$ cat config.mk
export PLATFORM = sky130hd
export DESIGN_NAME = xbus_rr
export DESIGN_NICKNAME = d
export VERILOG_FILES = /design/src/rtl/xbus_pkg.sv /design/src/rtl/xbus_rr_arb.sv /design/src/rtl/xbus_rr.sv
export SDC_FILE = /design/constraint.sdc
export NUM_CORES = 1
export LEC_CHECK = 0
export ABC_AREA = 1
export BUFFER_PORTS_ARGS = -buffer_cell sky130_fd_sc_hd__buf_2
export CAP_MARGIN = 20
export CORE_AREA = 2 2 389 391
export CTS_CLUSTER_DIAMETER = 200
export DETAILED_ROUTE_END_ITERATION = 7
export DIE_AREA = 0 0 391 393
export PLACE_DENSITY = 0.3
export SYNTH_ARGS = -nofsm -noshare
export SYNTH_HDL_FRONTEND = slang
export SYNTH_HIERARCHICAL = 1
export SYNTH_SLANG_ARGS = --single-unit
export TNS_END_PERCENT = 100
$ cat constraint.sdc
create_clock -name clk -period 3 [get_ports clk]
set_input_delay 0 -clock clk [delete_from_list [all_inputs] [get_ports clk]]
set_output_delay 0 -clock clk [all_outputs]
set_load 0.01 [all_outputs]
$ cat src/rtl/xbus_pkg.sv
`default_nettype none
// +------------------------------------------------------------------+
// | xbus_pkg : shared encodings and address helpers for xbus_rr       |
// | Rev 1.0  : initial release                                        |
// +------------------------------------------------------------------+
package xbus_pkg;

  localparam logic [1:0] IDLE = 2'd0;
  localparam logic [1:0] BUSY = 2'd1;
  localparam logic [1:0] RESP = 2'd2;

  localparam int REGION_MSB = 31;
  localparam int REGION_LSB = 28;

  // Slaves see a region-relative address: the region nibble is zeroed.
  function automatic logic [31:0] strip_addr(input logic [31:0] addr);
    return {4'd0, addr[REGION_LSB-1:0]};
  endfunction

endpackage
`default_nettype wire

$ cat src/rtl/xbus_rr_arb.sv
`default_nettype none
// +------------------------------------------------------------------+
// | xbus_rr_arb : combinational round-robin arbiter, scan from last+1 |
// | Rev 1.0     : initial release                                     |
// +------------------------------------------------------------------+
module xbus_rr_arb #(
  parameter int NM = 4,
  parameter int IW = 2
) (
  input  logic [NM-1:0] req,
  input  logic [IW-1:0] last,
  output logic [NM-1:0] grant,
  output logic [IW-1:0] idx
);

  logic          found;
  logic [IW-1:0] cand;

  always_comb begin
    grant = '0;
    idx   = '0;
    found = 1'b0;
    cand  = '0;
    for (int off = 1; off <= NM; off++) begin
      cand = IW'((int'(last) + off) % NM);
      if (!found && req[cand]) begin
        found       = 1'b1;
        grant[cand] = 1'b1;
        idx         = cand;
      end
    end
  end

endmodule
`default_nettype wire

$ cat src/rtl/xbus_rr.sv
`default_nettype none
// +------------------------------------------------------------------+
// | xbus_rr : registered NM x NS round-robin bus with req/ack handshake|
// | Option  : XBUS_RR_TIMEOUT_EN enables the slave-ack timeout         |
// | Rev 1.0 : initial release                                          |
// +------------------------------------------------------------------+
module xbus_rr
  import xbus_pkg::*;
#(
  parameter int            NM        = 4,
  parameter int            NS        = 6,
  parameter int            TIMEOUT   = 255,
  parameter logic [NM-1:0] HOLD_MASK = 4'b1101
) (
  input  logic             clk,
  input  logic             rst,
  input  logic [NM-1:0]    m_req_i,
  input  logic [NM-1:0]    m_we_i,
  input  logic [NM*32-1:0] m_addr_i,
  input  logic [NM*32-1:0] m_data_i,
  output logic [NM-1:0]    m_ack_o,
  output logic [NM-1:0]    m_err_o,
  output logic [NM*32-1:0] m_data_o,
  output logic [NS-1:0]    s_req_o,
  output logic [NS-1:0]    s_we_o,
  output logic [NS*32-1:0] s_addr_o,
  output logic [NS*32-1:0] s_data_o,
  input  logic [NS-1:0]    s_ack_i,
  input  logic [NS*32-1:0] s_data_i,
  output logic             hold_o
);

  localparam int IW = $clog2(NM);

  logic [1:0]       state;
  logic [1:0]       state_nxt;
  logic [IW-1:0]    last;
  logic [IW-1:0]    idx;
  logic [31:0]      addr_q;
  logic [31:0]      wdata_q;
  logic             we_q;
  logic             err_q;
  logic [NM*32-1:0] mdata_q;

  logic [NM-1:0]    grant;
  logic [IW-1:0]    win_idx;
  logic [31:0]      sel_addr;
  logic [31:0]      sel_wdata;
  logic             sel_we;
  logic             sel_mapped;
  logic [3:0]       region;
  logic             slv_ack;
  logic [31:0]      slv_rdata;
  logic             timed_out;

  xbus_rr_arb #(.NM(NM), .IW(IW)) u_arb (
    .req   (m_req_i),
    .last  (last),
    .grant (grant),
    .idx   (win_idx)
  );

  always_comb begin
    sel_addr  = '0;
    sel_wdata = '0;
    sel_we    = 1'b0;
    for (int k = 0; k < NM; k++) begin
      if (grant[k]) begin
        sel_addr  = sel_addr  | m_addr_i[k*32 +: 32];
        sel_wdata = sel_wdata | m_data_i[k*32 +: 32];
        sel_we    = sel_we    | m_we_i[k];
      end
    end
  end

  assign sel_mapped = (32'(sel_addr[REGION_MSB:REGION_LSB]) < NS);
  assign region     = addr_q[REGION_MSB:REGION_LSB];

  // Only the latched region's ack/data are looked at; other slaves are ignored.
  always_comb begin
    slv_ack   = 1'b0;
    slv_rdata = '0;
    for (int s = 0; s < NS; s++) begin
      if (region == 4'(s)) begin
        slv_ack   = s_ack_i[s];
        slv_rdata = s_data_i[s*32 +: 32];
      end
    end
  end

`ifdef XBUS_RR_TIMEOUT_EN
  localparam int CW = $clog2(TIMEOUT + 1);
  logic [CW-1:0] wait_cnt;

  always_ff @(posedge clk) begin
    if (rst || state != BUSY) begin
      wait_cnt <= '0;
    end else begin
      wait_cnt <= wait_cnt + 1'b1;
    end
  end

  assign timed_out = (state == BUSY) && (wait_cnt == CW'(TIMEOUT - 1));
`else
  assign timed_out = 1'b0;
`endif

  always_ff @(posedge clk) begin
    if (rst) begin
      state <= IDLE;
    end else begin
      state <= state_nxt;
    end
  end

  always_comb begin
    state_nxt = state;
    case (state)
      IDLE:    if (|m_req_i) state_nxt = sel_mapped ? BUSY : RESP;
      BUSY:    if (slv_ack || timed_out) state_nxt = RESP;
      RESP:    state_nxt = IDLE;
      default: state_nxt = IDLE;
    endcase
  end

  // Read data lands in the per-master register on entry to RESP so it is valid with ack.
  always_ff @(posedge clk) begin
    if (rst) begin
      last    <= IW'(NM - 1);
      idx     <= '0;
      addr_q  <= '0;
      wdata_q <= '0;
      we_q    <= 1'b0;
      err_q   <= 1'b0;
      mdata_q <= '0;
    end else begin
      case (state)
        IDLE: begin
          if (|m_req_i) begin
            idx     <= win_idx;
            addr_q  <= sel_addr;
            wdata_q <= sel_wdata;
            we_q    <= sel_we;
            err_q   <= !sel_mapped;
            if (!sel_mapped) mdata_q[int'(win_idx)*32 +: 32] <= '0;
          end
        end
        BUSY: begin
          if (slv_ack) begin
            err_q                        <= 1'b0;
            mdata_q[int'(idx)*32 +: 32] <= slv_rdata;
          end else if (timed_out) begin
            err_q                        <= 1'b1;
            mdata_q[int'(idx)*32 +: 32] <= '0;
          end
        end
        RESP:    last <= idx;
        default: ;
      endcase
    end
  end

  always_comb begin
    s_req_o  = '0;
    s_we_o   = '0;
    s_addr_o = '0;
    s_data_o = '0;
    m_ack_o  = '0;
    m_err_o  = '0;
    if (state == BUSY) begin
      for (int s = 0; s < NS; s++) begin
        if (region == 4'(s)) begin
          s_req_o[s]           = 1'b1;
          s_we_o[s]            = we_q;
          s_addr_o[s*32 +: 32] = strip_addr(addr_q);
          s_data_o[s*32 +: 32] = wdata_q;
        end
      end
    end
    if (state == RESP) begin
      m_ack_o[idx] = 1'b1;
      m_err_o[idx] = err_q;
    end
  end

  assign m_data_o = mdata_q;
  assign hold_o   = (|(m_req_i & HOLD_MASK)) | ((state != IDLE) & HOLD_MASK[idx]);

endmodule
`default_nettype wire

==> impl_metrics.ini, run 1 <==
[status]
status = complete, no violations

[critical_path]
worstPathArrival_ns = 3.33
startpoint_type = flip-flop
worstPathCellList = inv_8 -> ha_4 -> inv_2 -> nand2_4 -> nand2_8 -> nor2_4 -> a21oi_2 -> nand3_4 -> nand2_1 -> nand4_1 -> nand2_1 -> nand3_2 -> buf_6 -> nand4_1 -> buf_6 -> clkinvlp_4 -> clkbuf_16 -> a21oi_1
crit_slowest_cell = dfxtp_4
crit_path_max_incr_delay_ns = 0.39
required_ns = 3.47
path_class = flip-flop to flip-flop
endpoint_kind = flip-flop
crit_fanout = 8

[synthesis]
ys_seq_area_frac = 0.2929
synth_area_um2 = 13670
avgSynthCellArea_um2 = 5.985
ys_types = 41
synth_area_leaders = dfxtp_1, nor2_1, nand2_1, nand3_1, a21oi_1
ys_seq_elements = 200
synth_warnings = 6
synth_top_cell_by_area = dfxtp_1
netlist.area_leader.share = 0.2929
synthCells = 2284

[hold_path]
hp-class = primary input to flip-flop

[power_and_ir_drop]
p_leak_nw = 12.24
p_per_area_nw_per_um2 = 974.4
switching_share = 0.5714
p_comb_frac = 0.726
p_int_mw = 10.53
pwr-share-seq = 0.175
peakVddDrop_v = 0.0005346
clkPwrFrac = 0.099
switching_power_mw = 14.03

[layout]
fin_cells = 5457
stdcell_area_um2 = 25200
area_delta_synth_final_pct = 84.34
layout-drive-gt1-share = 0.3453
layout.nets = 3975

[sta]
slew_viol_final = 0
fmax_mhz = 349.3
relSlewSlack = 0.3798
tightestPinTransition_ns = 0.9293
final.min_clock_period_ns = 2.863
hold_viol = 0
clock_skew_ns = 0.01637
setup_viol = 0
period_share = 0.9544
rsz0062_at_grt = yes

[grt]
grt_max_degree = 70
grt_pass1_wl_um = 162700
track_usage = 0.1528
grt_overflow = 0
grt_pass1_vias = 20180
antenna_found_initial = 17

[route]
dr_wl_met3_um = 8233
wl_met1_um = 53180
routed-wl-met2_um = 59460
vias = 20460
dr.pass1.iters = 6
viasPerCell = 3.750
final_antenna_net_count = 0
routed_wl_um = 124700
drc = 0
top_layer_used = met5
drt_iter0_drc = 1182
routedWlPerCell_um = 22.84

[placed_design]
gp_congestion = 0.8709
hpwlAfterDp_um = 99370
place_area_um2 = 21360
io_buffers = 972
dp_cells = 5120

[clocking]
cts_buffers = 17
cts_tree = built
cts.sinks = 200
cts_max_level = 4
root_buffer = clkbuf_16
clkTransAtPathRegs_ns = 0.09
cts.path.max_buffers = 2
insertion_delay_ns = 0.53

[floorplan]
die_w_um = 391
ios = 997
die_area_um2 = 153700
die_y_um = 393
start_util = 0.09160
num_rows = 142
core_area_um2 = 149200

[job]
drv_cap = 0
[final timing paths]
path | startpoint | to | slack (ns) | cells after the start
setup / recovery | last[0] | m_data_o[95] | 0.14 | 18
hold / removal | s_data_i[111] | m_data_o[79] | 0.06 | 6
setup reg to reg | last[0] | m_data_o[95] | 0.14 | 18
hold reg to reg | m_data_o[99] | m_data_o[99] | 0.47 | 2
[cell usage after synthesis, drive strengths merged]
cell type / instances
nor4: 1
o211ai: 3
o21ai: 114
clkbuf: 123
inv: 165
a21oi: 195
nand3: 241
a31oi: 18
nand3b: 22
nor3: 6
nand2: 393
or2: 23
a21boi: 4
a221oi: 62
a22o: 17
ha: 16
nand4: 18
dfxtp: 200
o31ai: 1
clkinv: 8
and2: 23
conb: 1
nor2: 551
buf: 79
[cell usage in the layout (no fill, tap or decap), types with 4 or more instances in the layout]
cell and instances:
a22o_1 17, nand3_1 230, inv_6 4, inv_8 4, nor2_4 11, and2_1 23, nand2_2 6, clkinv_2 5
ha_1 15, conb_1 24, nand4_1 16, a221oi_2 4, o21ai_0 96, clkinv_1 4, o21ai_1 18, diode_2 6
a21oi_1 187, dfxtp_1 198, nand3_2 4, clkbuf_16 22, nor3_1 5, buf_12 27, buf_2 969, inv_1 151
dlygate4sd3_1 286, a31oi_1 18, nand3b_1 22, a21oi_2 7, nor2_1 537, nand3_4 7, inv_2 8, buf_6 6
buf_4 73, or2_2 23, clkinvlp_4 5, nand2_1 382, a221oi_1 58
[final cells by class]
type	count	area (um^2)
antenna	6	15.01
clock buffer	19	442.9
clock inverter	12	108.9
fill	17570	124000
inverter	173	685.7
multi-input combinational	1733	8463
sequential	200	4009
tap	1944	2432
timing repair buffer	1370	9044
[sequential cells by signal (all words and copies together), names as in the netlist]
signal	flops
idx	2
err_q	1
we_q	1
last	2
state	2
addr_q	32
m_data_o	128
wdata_q	32
[power groups by stage]
stage | clock network [mW] | logic [mW] | registers (mW)
after floorplan | 0 | 7.84 | 4.44
after global placement | 0 | 16.8 | 4.37
after detailed placement | 0 | 16.7 | 4.36
after CTS | 2.61 | 17.5 | 4.31
after global routing | 2.65 | 19.4 | 4.45
final | 2.44 | 17.8 | 4.30
[timing repair]
item / CTS / global route
hold buffers: 286 / 0
pin swaps: 0 / 10
setup buffers: 2 / 6
setup endpoints to repair: 197 / 157
cloned: 0 / 7
hold endpoints to repair: 111 / 0
gates resized for setup: 11 / 51
[critical path, delay by kind of cell, from the launching register on]
family,cells,cell delay (ns)
flip-flops,1,0.39
adder cells (fa/ha/maj),1,0.25
AO/OA/AOI/OAI,2,0.33
AND/OR/NAND/NOR,9,1.01
buffers and inverters,6,0.80
[per-layer routing]
metal | GRT usage | vias to the layer above
met2 | 0.2574 | 796
met3 | 0.03851 | 117
met5 | 0 | -
li1 | - | 9837
met1 | 0.1888 | 9710
met4 | 0.05075 | 4
[per-stage QoR]
| step | power (mW) | setup TNS, ns | setup slack, ns | hold slack (ns) | util |
|---|---|---|---|---|---|
| floorplan | 12.28 | 0 | 0.02632 | 0.1213 | - |
| global placement | 21.15 | -2.938 | -0.1076 | 0.3016 | 0.1431 |
| detailed placement | 21.11 | -6.165 | -0.1491 | 0.3069 | 0.1431 |
| CTS | 24.45 | 0 | 0.01367 | 0.0003226 | 0.1663 |
| global route | 26.52 | -0.3176 | -0.03095 | 0.06258 | 0.1688 |
| finish | 24.56 | 0 | 0.1368 | 0.05889 | 0.1689 |
[cell families (layout without fill, tap and decap cells)]
group	after synthesis	after routing	synth area share
adder cells (fa/ha/maj)	16	16	0.01464
other	1	30	0.0002743
buffers and inverters	375	1574	0.1140
AND/OR/NAND/NOR	1278	1279	0.4018
AO/OA/AOI/OAI	414	414	0.1764
flip-flops	200	200	0.2929
No activity file was read; power rests on OpenSTA's default activity.
==> run 2: changes to the inputs <==
--- a/config.mk
+++ b/config.mk
@@ -8,13 +8,14 @@
 export ABC_AREA = 1
 export BUFFER_PORTS_ARGS = -buffer_cell sky130_fd_sc_hd__buf_2
 export CAP_MARGIN = 20
-export CORE_AREA = 2 2 389 391
+export CELL_PAD_IN_SITES_DETAIL_PLACEMENT = 1
+export CELL_PAD_IN_SITES_GLOBAL_PLACEMENT = 1
+export CORE_AREA = 2 2 383 385
 export CTS_CLUSTER_DIAMETER = 200
 export DETAILED_ROUTE_END_ITERATION = 7
-export DIE_AREA = 0 0 391 393
-export PLACE_DENSITY = 0.3
+export DIE_AREA = 0 0 385 387
+export PLACE_DENSITY = 0.4
 export SYNTH_ARGS = -nofsm -noshare
 export SYNTH_HDL_FRONTEND = slang
 export SYNTH_HIERARCHICAL = 1
 export SYNTH_SLANG_ARGS = --single-unit
-export TNS_END_PERCENT = 100
==> run 2 against run 1 <==
Die area fell by 3.0%. Register-to-register slack barely moved. First-iteration DRC count fell by 26%. Power fell by 1.6%. Clock power rose by 8.2%. Design area fell by 0.27%. Cell count fell by 0.26%.
==> impl_metrics.ini, run 2 (synthesis gave the netlist of run 1 again) <==
[floorplan]
die_area_um2 = 149000
core_area_um2 = 144900
ios = 997
start_util = 0.09437
num_rows = 140
die_y_um = 387
die_w_um = 385

[critical_path]
r2r_cells = 13
startpoint_type = flip-flop
path_class = flip-flop to flip-flop
worstReg2RegStart = last[1]
required_ns = 3.40
r2r_slack_ns = 0.14
worstPathArrival_ns = 3.25
crit_fanout = 53
endpoint_kind = flip-flop
timing.rr.end = addr_q[11]

[placed_design]
hpwlAfterDp_um = 100800
dp_cells = 5133
gp_congestion = 0.8023
io_buffers = 972
place_area_um2 = 21610

[hold_path]
min_to = m_data_o[87]
min_path_cells = 5
hp-class = primary input to flip-flop
hold_start = s_data_i[119]

[sta]
period_share = 0.9524
relSlewSlack = 0.3820
clock_skew_ns = 0.03198
final.min_clock_period_ns = 2.857
setup_viol = 0
fmax_mhz = 350.0
rsz0062_at_grt = yes
hold_viol = 0
tightestPinTransition_ns = 0.9270
slew_viol_final = 0

[route]
final_antenna_net_count = 0
dr.pass1.iters = 5
viasPerCell = 3.785
routedWlPerCell_um = 23.21
drt_iter0_drc = 875
vias = 20600
routed_wl_um = 126300
drc = 0

[grt]
track_usage = 0.1619
grt_pass1_vias = 21390
grt_max_degree = 80
grt_pass1_wl_um = 170000
antenna_found_initial = 51
grt_overflow = 0

[clocking]
insertion_delay_ns = 0.53
cts.sinks = 200
cts_max_level = 4
root_buffer = clkbuf_16
cts_buffers = 17
cts_tree = built
cts.path.max_buffers = 2
clkTransAtPathRegs_ns = 0.10

[layout]
final_common_cell = buf_2
mostFrequentLayoutCells = buf_2, nor2_1, nand2_1
layout-drive-gt1-share = 0.3551
fin_cells = 5443
stdcell_area_um2 = 25130
multi_input_area_um2 = 8472
regArea_um2 = 4009
fill_cells = 17930
largest_reg_flops = 128
area_delta_synth_final_pct = 83.84
layout.nets = 3980

[power_and_ir_drop]
p_int_mw = 10.71
pwr-share-seq = 0.180
p_leak_nw = 12.30
peakVddDrop_v = 0.0004200
p_comb_frac = 0.710
p_per_area_nw_per_um2 = 961.1
switching_power_mw = 13.44
switching_share = 0.5566
clkPwrFrac = 0.109

[status]
status = complete, no violations

[job]
drv_cap = 0
==> run 2: cell types whose count changed in the layout (fill, tap and decap cells not counted), moves of 4 or more <==
cell	previous run	this run
o21ai_1	18	9
buf_4	73	111
diode_2	6	14
inv_2	8	14
buf_6	6	2
a221oi_2	4	9
o21ai_0	96	105
a221oi_1	58	53
dlygate4sd3_1	286	258
==> run 2: repair_timing <==
item / CTS / global route
setup endpoints to repair: 235 / 149
hold buffers: 258 / 0
pin swaps: 0 / 3
gates cloned: 0 / 3
buffers inserted: 0 / 4
endpoints found under the hold margin: 86 / 0
resized for setup: 25 / 18
==> run 2: how the worst max path moves through the flow <==
stage | start | end | slack (ns) | cells after the start
floorplan | last[0] | m_data_o[86] | 0.03 | 17
global placement | last[0] | addr_q[21] | -0.23 | 13
detailed placement | last[0] | addr_q[23] | -0.28 | 13
CTS | last[0] | m_data_o[112] | 0.003 | 18
global route | last[1] | m_data_o[68] | -0.04 | 20
finish | last[1] | addr_q[11] | 0.14 | 13
==> run 2: layer usage <==
layer  GRT usage  share of wire  up-vias
li1            -              -     9845
met1      0.1755           0.38     9874
met2      0.3110           0.53      726
met3     0.03477          0.056      133
met4     0.04368          0.024       24
met5           0         0.0013        -
==> run 2: worst max-delay path, cell delays in order, from the launching register on <==
cell and delay [ns]:
dfxtp_1 0.34, inv_1 0.08, ha_4 0.30, nand3_4 0.12
nand2_4 0.12, nor2_2 0.08, a21oi_2 0.19, nand3_4 0.11
buf_4 0.17, buf_12 0.16, a22o_1 0.28, a221oi_1 0.43
buf_4 0.20, a21oi_1 0.05
==> run 2: metrics by stage <==
stage / hold WS [ns] / total power, mW / worst slack [ns] / setup TNS, ns / utilization
after global placement: 0.3006 / 21.25 / -0.2349 / -7.080 / 0.1492
after CTS: 0.0005312 / 24.64 / 0.002714 / 0 / 0.1720
after floorplan: 0.1213 / 12.28 / 0.02632 / 0 / -
final: 0.04985 / 24.15 / 0.1428 / 0 / 0.1735
after global routing: 0.04132 / 26.29 / -0.03682 / -0.2309 / 0.1734
after detailed placement: 0.3119 / 21.29 / -0.2777 / -18.52 / 0.1492
==> run 2: final cells by class <==
type                            count  area share
Clock inverter                     14    0.007269
Clock buffer                       17     0.01693
Inverter                          173     0.02649
Tap cell                         1917     0.09544
Multi-Input combinational cell   1733      0.3371
Timing Repair Buffer             1375      0.3559
Antenna cell                       14    0.001394
Sequential cell                   200      0.1595
==> run 2: power by group through the flow <==
stage | registers, mW | clock network, mW | logic (mW)
after floorplan | 4.44 | 0 | 7.84
after global placement | 4.45 | 0 | 16.8
after detailed placement | 4.42 | 0 | 16.9
after CTS | 4.38 | 2.81 | 17.4
after global routing | 4.49 | 2.88 | 18.9
final | 4.35 | 2.64 | 17.2
==> run 3: changes to the inputs <==
--- a/config.mk
+++ b/config.mk
@@ -12,9 +12,11 @@
 export CELL_PAD_IN_SITES_GLOBAL_PLACEMENT = 1
 export CORE_AREA = 2 2 383 385
 export CTS_CLUSTER_DIAMETER = 200
+export CTS_CLUSTER_SIZE = 8
 export DETAILED_ROUTE_END_ITERATION = 7
 export DIE_AREA = 0 0 385 387
 export PLACE_DENSITY = 0.4
+export SETUP_SLACK_MARGIN = 0.15
 export SYNTH_ARGS = -nofsm -noshare
 export SYNTH_HDL_FRONTEND = slang
 export SYNTH_HIERARCHICAL = 1
==> run 3 against run 2 <==
Global-route usage is 0.45 points higher. Sequential cell count unchanged. Clock power up 5%. Routed wire length rose by 4.2%. Critical path depth is 7 higher. Worst hold slack got worse by 0.011 ns. Via count grew 1.9%.
==> impl_metrics.ini, run 3 (synthesis gave the netlist of run 1 again) <==
[power_and_ir_drop]
peakVddDrop_v = 0.0005507
switching_share = 0.5465
p_int_mw = 12.22
pwr-share-seq = 0.165
p_per_area_nw_per_um2 = 1018
p_leak_nw = 12.72
clkPwrFrac = 0.102
p_total_mw = 26.96
p_comb_frac = 0.732
switching_power_mw = 14.73

[job]
drv_cap = 0

[floorplan]
start_util = 0.09437
die_y_um = 387
core_area_um2 = 144900
num_rows = 140
die_area_um2 = 149000
ios = 997
die_w_um = 385

[clocking]
clkTransAtPathRegs_ns = 0.09
cts_buffers = 17
cts.sinks = 200
cts_max_level = 4
root_buffer = clkbuf_16
cts.path.max_buffers = 2
insertion_delay_ns = 0.54
cts_tree = built

[critical_path]
endpoint_kind = flip-flop
cpMostUsedCell = nand3_4
crit_path_max_incr_delay_ns = 0.39
crit_slowest_cell = dfxtp_4
path_class = flip-flop to flip-flop
r2r_cells = 20
crit_fanout = 8
worstPathArrival_ns = 3.22
cp_top_family = simple AND/OR/NAND/NOR gates
worstPathCellList = inv_8 -> ha_4 -> buf_6 -> nand3_4 -> nand2_8 -> nor2_4 -> a21oi_2 -> nand3_4 -> nand2_2 -> nand3_2 -> a21oi_4 -> nand3_4 -> buf_6 -> nand3_4 -> nor2_4 -> buf_6 -> buf_12 -> buf_16 -> nand3_2 -> a21oi_2
startpoint_type = flip-flop
required_ns = 3.38
timing.rr.end = m_data_o[18]
worstReg2RegStart = last[0]
r2r_slack_ns = 0.16
critPathBufInv = 6

[sta]
clock_skew_ns = 0.02208
setup_viol = 0
fmax_mhz = 351.6
rsz0062_at_grt = yes
slew_viol_final = 0
relSlewSlack = 0.4085
tightestPinTransition_ns = 0.8873
final.min_clock_period_ns = 2.844
period_share = 0.9481
timing.hold.ws_ns = 0.03860
hold_viol = 0
setup_tns_ns = 0

[layout]
layout.nets = 4029
area_delta_synth_final_pct = 93.62
largest_reg_flops = 128
final_common_cell = buf_2
fin_cells = 5494
layout-drive-gt1-share = 0.4040
mostFrequentLayoutCells = buf_2, nor2_1, nand2_1

[hold_path]
min_path_cells = 5
hp-class = primary input to flip-flop
min_to = wdata_q[6]
hold_start = m_data_i[70]

[route]
routed_wl_um = 131700
dr.pass1.iters = 4
drc = 0
final_antenna_net_count = 0
drt_iter0_drc = 1042
vias = 21000
routedWlPerCell_um = 23.97
viasPerCell = 3.821

[grt]
grt_pass1_vias = 21490
antenna_found_initial = 57
track_usage = 0.1665
grt_overflow = 0
grt_max_degree = 85
grt_pass1_wl_um = 174300

[placed_design]
hpwlAfterDp_um = 103500
io_buffers = 972
dp_cells = 5142
gp_congestion = 0.8137

[status]
status = complete, no violations
[run 3: cell types whose count changed in the layout (fill, tap and decap cells not counted), sizes merged]
cell / change
buf: +40
clkbuf: +8
clkinv: +3
clkinvlp: -2
diode: +1
dlygate4sd3: +1
dlymetal6s4s: +1
inv: -1
[run 3: cell type report]
type                       count  area [um^2]
fill                       17800       118400
timing repair buffer        1424         9642
multi-input combinational   1733         9037
sequential                   200         4010
tap                         1917         2399
inverter                     173        686.9
clock buffer                  18        439.2
clock inverter                14        217.7
antenna                       15        37.54
[run 3: power by group through the flow]
stage	clock (mW)	sequential, mW	combinational [mW]
2_1_floorplan	0	4.44	7.88
3_3_place_gp	0	4.51	16.8
3_5_place_dp	0	4.49	16.9
4_1_cts	2.92	4.45	18.6
5_1_grt	2.98	4.59	21.4
6_report	2.76	4.45	19.7
[run 3: worst max-delay path by stage]
stage | start | depth (start not counted) | slack (ns) | endpoint
after floorplan | last[0] | 20 | 0.15 | m_data_o[86]
after global placement | last[0] | 18 | 0.05 | m_data_o[50]
after detailed placement | last[0] | 18 | -0.03 | m_data_o[12]
after CTS | state[0] | 9 | 0.10 | s_data_o[127]
after global routing | last[0] | 19 | -0.04 | m_data_o[18]
final | last[0] | 20 | 0.16 | m_data_o[18]
[run 3: tightest hold or removal path, stage by stage]
cell and delay [ns]:
buf_2 0.08, a22o_1 0.16, buf_4 0.15, a221oi_2 0.04
a21oi_1 0.10
[run 3: per-stage QoR]
stage	utilization	area [um^2]	setup slack (ns)
after floorplan	-	13780	0.1532
after global placement	0.1498	21690	0.04835
after detailed placement	0.1498	21690	-0.02710
after CTS	0.1757	25460	0.1002
after global routing	0.1826	26450	-0.03631
final	0.1827	26470	0.1557
[run 3: timing repair]
item	CTS	global route
gates cloned	6	13
pin swaps	13	37
hold endpoints to repair	82	0
endpoints found under the setup margin	184	253
hold buffers	260	0
setup buffers	16	10
resized for setup	54	210
[run 3: metal layers]
metal  share of wire  vias up  global-route usage  wire [um]
met5         0.00093        -                   0        123
met4           0.019       20             0.03089       2545
met3           0.049      152             0.03377       6469
met2            0.55      744              0.3273      71840
met1            0.39    10110              0.1807      50720
li1                -     9965                   -          -
